**src/rtl/shift_request_sequencer.sv**
```systemverilog
// Shift request sequencer: accepts one shift request, drives the shifter,
// and hands the captured result (or a timeout error) to the display stage.
module shift_request_sequencer #(
    parameter int WIDTH   = 16,
    parameter int CNT_W   = 4,
    parameter int GUARD   = 2,
    parameter int TIMEOUT = 32
) (
    input  logic             clk,
    input  logic             reset,
    input  logic             in_valid,
    output logic             in_ready,
    input  logic [WIDTH-1:0] in_value,
    input  logic             in_dir,
    input  logic [CNT_W-1:0] in_times,
    output logic [WIDTH-1:0] sh_value,
    output logic             sh_dir,
    output logic [CNT_W-1:0] sh_times,
    output logic             sh_start,
    input  logic             sh_ready,
    input  logic [WIDTH-1:0] sh_result,
    output logic             out_valid,
    input  logic             out_ready,
    output logic [WIDTH-1:0] out_result,
    output logic             out_error,
    output logic             busy
);

    localparam int TW = $clog2(TIMEOUT + 1);
    localparam logic [TW-1:0] GUARD_C = TW'(GUARD);
    localparam logic [TW-1:0] LAST_C  = TW'(TIMEOUT - 1);
    localparam logic [TW-1:0] SAT_C   = TW'(TIMEOUT);

    typedef enum logic [1:0] {
        S_IDLE,
        S_START,
        S_WAIT,
        S_DONE
    } state_t;

    state_t           state_q;
    logic [TW-1:0]    cnt_q;
    logic [TW-1:0]    cnt_d;
    logic [WIDTH-1:0] sh_value_q;
    logic             sh_dir_q;
    logic [CNT_W-1:0] sh_times_q;
    logic             sh_start_q;
    logic             out_valid_q;
    logic [WIDTH-1:0] out_result_q;
    logic             out_error_q;
    logic             ready_seen;

    always_comb begin
        cnt_d = cnt_q;
        if (cnt_q != SAT_C) begin
            cnt_d = cnt_q + TW'(1);
        end
    end

    // The shifter's ready flag may still be high from the previous job,
    // so it is only trusted once the guard window has elapsed.
    assign ready_seen = sh_ready && (cnt_q >= GUARD_C);

    always_ff @(posedge clk) begin
        if (!reset) begin
            state_q      <= S_IDLE;
            cnt_q        <= '0;
            sh_value_q   <= '0;
            sh_dir_q     <= 1'b0;
            sh_times_q   <= '0;
            sh_start_q   <= 1'b0;
            out_valid_q  <= 1'b0;
            out_result_q <= '0;
            out_error_q  <= 1'b0;
        end else begin
            sh_start_q <= 1'b0;
            unique case (state_q)
                S_IDLE: begin
                    if (in_valid) begin
                        sh_value_q <= in_value;
                        sh_dir_q   <= in_dir;
                        sh_times_q <= in_times;
                        sh_start_q <= 1'b1;
                        state_q    <= S_START;
                    end
                end
                S_START: begin
                    cnt_q   <= '0;
                    state_q <= S_WAIT;
                end
                S_WAIT: begin
                    cnt_q <= cnt_d;
                    if (ready_seen) begin
                        out_result_q <= sh_result;
                        out_error_q  <= 1'b0;
                        out_valid_q  <= 1'b1;
                        state_q      <= S_DONE;
                    end else if (cnt_q == LAST_C) begin
                        out_result_q <= '0;
                        out_error_q  <= 1'b1;
                        out_valid_q  <= 1'b1;
                        state_q      <= S_DONE;
                    end
                end
                S_DONE: begin
                    if (out_ready) begin
                        out_valid_q <= 1'b0;
                        state_q     <= S_IDLE;
                    end
                end
                default: state_q <= S_IDLE;
            endcase
        end
    end

    assign in_ready   = (state_q == S_IDLE);
    assign busy       = (state_q != S_IDLE);
    assign sh_value   = sh_value_q;
    assign sh_dir     = sh_dir_q;
    assign sh_times   = sh_times_q;
    assign sh_start   = sh_start_q;
    assign out_valid  = out_valid_q;
    assign out_result = out_result_q;
    assign out_error  = out_error_q;

endmodule

```
**config.mk**
```make
export PLATFORM = sky130hd
export DESIGN_NAME = shift_request_sequencer
export DESIGN_NICKNAME = d
export VERILOG_FILES = /design/src/rtl/shift_request_sequencer.sv
export SDC_FILE = /design/constraint.sdc
export NUM_CORES = 1
export LEC_CHECK = 0
export ABC_AREA = 1
export BUFFER_PORTS_ARGS = -buffer_cell sky130_fd_sc_hd__buf_2
export CAP_MARGIN = 20
export CORE_UTILIZATION = 51
export DETAILED_ROUTE_END_ITERATION = 12
export GPL_ROUTABILITY_DRIVEN = 0
export HOLD_SLACK_MARGIN = 0.12
export PLACE_DENSITY = 0.92
export SLEW_MARGIN = 40
export SYNTH_ARGS = -nofsm -noshare
export SYNTH_HDL_FRONTEND = slang
export SYNTH_SLANG_ARGS = --single-unit
```
**constraint.sdc**
```tcl
create_clock -name clk -period 2.66 [get_ports clk]
set_clock_uncertainty 0.1 [all_clocks]
set_input_delay 0.266 -clock clk [delete_from_list [all_inputs] [get_ports clk]]
set_output_delay 0.266 -clock clk [all_outputs]
set_load 0.01 [all_outputs]
```
Yosys cells after proc, flatten, opt, wreduce, memory -nomap -nowiden

Cells that the tools add are included.

Flip-flop bits (word level): 48
Bits of input ports: 42
Output and inout port bits: 42
Word-level logic and storage cells: 47

$add $sub $neg: 1
Magnitude comparators: 1
Eq/ne operators: 9
Mux-type cells: 15
Reduce and logical (&&, ||, !) cells: 12

Operator list:

| operator                                                                            | number |
|---|---|
| 16-bit 2-to-1 mux                                                                   | 2 |
| 6-bit case mux with 2 select lines                                                  | 1 |
| 2-bit 2-to-1 mux                                                                    | 4 |
| 2-bit case mux with 4 select lines                                                  | 1 |
| 2-bit AND reduction                                                                 | 4 |
| 2-bit nonzero test                                                                  | 4 |
| 6-bit by 1-bit adder with 6-bit output, second input constant                       | 1 |
| 6-bit by 5-bit equality test with 1-bit output, second input constant               | 1 |
| 6-bit by 2-bit greater-or-equal comparator with 1-bit output, second input constant | 1 |
| 6-bit 2-to-1 mux                                                                    | 1 |
| 2-bit != test, second input constant                                                | 3 |
| 6-bit != test, second input constant                                                | 1 |
| 3-bit AND reduction                                                                 | 2 |
| 1-bit 2-to-1 mux                                                                    | 5 |
| 2-bit equality test, second input constant                                          | 2 |
| 3-bit != test, second input constant                                                | 1 |
| 2-bit by 1-bit equality test with 1-bit output, second input constant               | 1 |
| 2-bit logical NOT                                                                   | 1 |
| 1-bit case mux with 2 select lines                                                  | 1 |
| 1-bit logical AND                                                                   | 1 |

Longest topological paths before layout

Word-level depth: 4
Gate-level depth with buffers: 10
Gate-level depth less buffers: 10

Worst setup path after synthesis

OpenSTA, ideal clock, no wires.

Path type: reg2reg
Start: register cnt_q[0]
End: register out_result_q[13], in the netlist out_result[13]
Setup time: 0.068 ns
Arrival: 1.364 ns
Data required time: 2.492 ns
Setup slack: 1.128 ns
Cell stages (with the launch flop): 11
Path buffers: 1
Clock period less this slack: 1.532 ns
Cell sequence: dfxtp_1 inv_1 ha_1 nor2_1 nand3_2 nand2_4 nand2_2 nand2_4 buf_8 nand2_1 a21oi_2

Longest elaborated chain between the ends: 4
Elaborated cells on any way between the ends: 6
Those cells by class: 1 x order compare; 1 x eq/ne; 1 x mux; 3 x reduce/logical

Ends and longest elaborated chain:

| element                                                      | RTL line | source |
|---|---|---|
| from (decl)                                                  | 42       | `logic [TW-1:0] cnt_q;` |
| from (signal assigned)                                       | 92       | `cnt_q <= cnt_d;` |
| 6-bit by 2-bit greater-or-equal comparator with 1-bit output | 62       | `assign ready_seen = sh_ready && (cnt_q >= GUARD_C);` |
| 1-bit logical AND                                            | 62       |  |
| 2-bit nonzero test (no line)                                 | n/a      |  |
| 2-bit AND reduction (no line)                                | n/a      |  |
| to (signal assigned)                                         | 94       | `out_result_q <= sh_result;` |
| to (decl)                                                    | 49       | `logic [WIDTH-1:0] out_result_q;` |

Parallel ways exist; a longest one is shown, timed or not.
A chain may end at the register's enable or synchronous reset.

Final worst setup path

Start: register state_q[0]
End: register out_result_q[13], in the netlist out_result[13]

Longest elaborated chain between the ends: 2

Ends and longest elaborated chain:

| element                       | RTL line | source |
|---|---|---|
| from (decl)                   | 41       | `state_t state_q;` |
| from (signal assigned)        | 66       | `state_q <= S_IDLE;` |
| from (signal assigned)        | 84       | `state_q <= S_START;` |
| from (signal assigned)        | 89       | `state_q <= S_WAIT;` |
| 2-bit equality test           | 77       | `unique case (state_q)` |
| 2-bit AND reduction (no line) | n/a      |  |

No other way between the ends.

==> impl_metrics.tcl <==
set metrics [dict create \
    clock_latency_ns 0.31 \
    seqCellArea_um2 960.9 \
    ys_seq_area_share_pct 48.15 \
    power_density_mw_per_mm2 769.6 \
    seq_power_share_pct 40.1 \
    critPathCaptureType "flop" \
    fin_setup_tns_ns 0 \
    use_met2_pct 45.66 \
    numClockSinks 48 \
    grt.total_usage_pct 27.02 \
    hp-start "in_value[5]" \
    yosys.cell_types.count 23 \
    drt-initial-drc-count 139 \
    grt_busiest_layer "met2" \
    cp_max_fo 17 \
    avgSynthCellArea_um2 7.705 \
    crit_path_start_kind "flop" \
    p_clk_share_pct 28.3 \
    fin_nets 422 \
    hpwl_mm 2.988 \
    cts_made_buffers 5 \
    synth_warnings 0 \
    r2r_slack_ns 0.82 \
    p_total_w 0.002224 \
    grt_overflow_total 0 \
    rsz0062_at_grt "false" \
    fin_crit_sh_pct 69.02 \
    cts_resized 0 \
    final_common_cell "buf_2" \
    path_class "flop to flop" \
    layout_common_cells "buf_2, nor2_1, dfxtp_1" \
    antenna_found_initial 0 \
    whs_endpoint "sh_value[5]" \
    drv_slew 0 \
    ctsHoldBuffers 33 \
    comb_power_share_pct 31.6 \
    grt_util_met1_pct 30.50 \
    hold-path-cell-count 3 \
    drc 0 \
    grt_pass1_vias 2055 \
    cts_max_path_buffers 2 \
    cell_internal_pwr_w 0.001483 \
    switching_share_pct 33.34 \
    h-tree-depth 2 \
    grt_max_degree 27 \
    period_needed_ns 1.836 \
    reg2reg_depth 6 \
    max-slew-margin-rel_pct 58.28 \
    multiInputGateArea_um2 899.6 \
    grt_pass1_wl_mm 8.700 \
    core_mm2 0.003716 \
    fp.dieW_um 64.56 \
    rr_startpoint "state_q[0]" \
    cts_root_buf "clkbuf_8" \
    die-height_um 64.56 \
    report.final.hold_viol_count 0 \
    first_pass_iters 4 \
    leakage_nw 1.398 \
    rows 22 \
    worst_pin_slew_ns 0.6251 \
    clk_pin_slew_worst_paths_ns 0.09 \
    syn-num-nets 308 \
    drive_gt1_share_pct 29.68 \
    antenna_cells 0 \
    port_buffers 83 \
    critical_path_arrival_ns 1.98 \
    start_util_pct 53.70 \
    ant_nets 0 \
    syn_area_mm2 0.001996 \
    clock.fmax_mhz 544.6 \
    synthCells 259 \
    drt-total-wl_mm 5.092 \
    io_pins 84 \
    area.growth.synth_to_final_pct 44.83 \
    tritoncts "yes" \
    postCtsSetupBuffers 0 \
    synth-seq-cells 48 \
    peakVddDrop_v 0.0006802 \
    max_cap_viol_count 0 \
    status "finished clean" \
    critPathRequiredTime_ns 2.81 \
    fillers 257 \
    dieArea_mm2 0.004167 \
    wl_per_cell_um 12.07 \
    switchingPower_w 0.0007415 \
    vias 2072 \
    startpoint "state_q[0]" \
    viasPerCell 4.910 \
    setup_viol 0 \
    grt_use_met3_pct 10.04 \
    rr_endpoint "out_result[13]" \
    hp-class "input pin to flop" \
]
## registers in the layout, summed over array words and instances (netlist names)
| name | count |
|---|---|
| out_result | 16 |
| sh_times | 4 |
| cnt_q | 6 |
| sh_start | 1 |
| sh_dir | 1 |
| state_q | 2 |
| sh_value | 16 |
| out_error | 1 |
| out_valid | 1 |
## critical path: stages, from the launching register on
cell and delay (ns):
dfxtp_1 0.34, inv_1 0.11, ha_1 0.38, inv_1 0.16, nor2_4 0.35, nand2_1 0.16
a21oi_2 0.18
## synthesized netlist by cell type (all sizes together)
cell	number	share of area (%)
nor3	1	0.25
nand4	2	0.63
nand3	11	3.3
ha	7	4.4
or2	1	0.31
dfxtp	48	48
nor2	59	12
nand2	52	11
clkbuf	7	1.3
buf	4	1.9
inv	19	3.6
a21oi	24	6.8
o21ai	24	6.2
## cell families (layout without fill, tap and decap cells)
| kind of cell | Yosys count | in the layout | synth area share (%) |
|---|---|---|---|
| compound gates | 48 | 48 | 12.98 |
| simple gates | 126 | 126 | 27.71 |
| fa+ha+maj | 7 | 7 | 4.389 |
| buf+inv | 30 | 145 | 6.771 |
| flops | 48 | 48 | 48.15 |
## layer usage
layer | vias up | wire length, um
met5 | - | 0
met4 | 0 | 130
met3 | 16 | 375
met2 | 73 | 2499
met1 | 935 | 2086
li1 | 1048 | -
## power groups by stage
stage               Clock (W)  Combinational [W]  Sequential (W)
finish               0.000629           0.000703        0.000892
global route         0.000666           0.000801        0.000909
CTS                  0.000637           0.000689        0.000891
detailed placement          0           0.000650        0.000908
global placement            0           0.000636        0.000902
floorplan                   0           0.000400        0.000946
## metrics by stage
stage | std cells | util, % | area [um2] | worst slack [ns] | hold slack [ns]
after CTS | 422 | 77.78 | 2890 | 0.9116 | 0.1214
after detailed placement | 381 | 65.19 | 2422 | 0.9197 | 0.3414
final | 422 | 77.78 | 2890 | 0.8239 | 0.1189
after global placement | 381 | 65.19 | 2422 | 1.008 | 0.3311
after floorplan | 259 | - | 1996 | 1.128 | 0.2890
after global routing | 422 | 77.78 | 2890 | 0.6745 | 0.1507
## layout make-up
type                            instances  area share, %
Clock buffer                            5          2.381
Clock inverter                          3          2.381
Inverter                               19          2.468
Multi-Input combinational cell        181          31.13
Sequential cell                        48          33.25
Tap cell                               48          2.078
Timing Repair Buffer                  118          26.32
## how the worst max path moves through the flow
stage / slack (ns) / depth (start not counted) / end
after detailed placement: 0.92 / 6 / out_result[9]
after CTS: 0.91 / 6 / out_result[3]
after floorplan: 1.13 / 10 / out_result[13]
final: 0.82 / 6 / out_result[13]
after global placement: 1.01 / 6 / out_result[7]
after global routing: 0.67 / 6 / out_result[14]
Note: power is estimated with default switching activity, not from simulation.
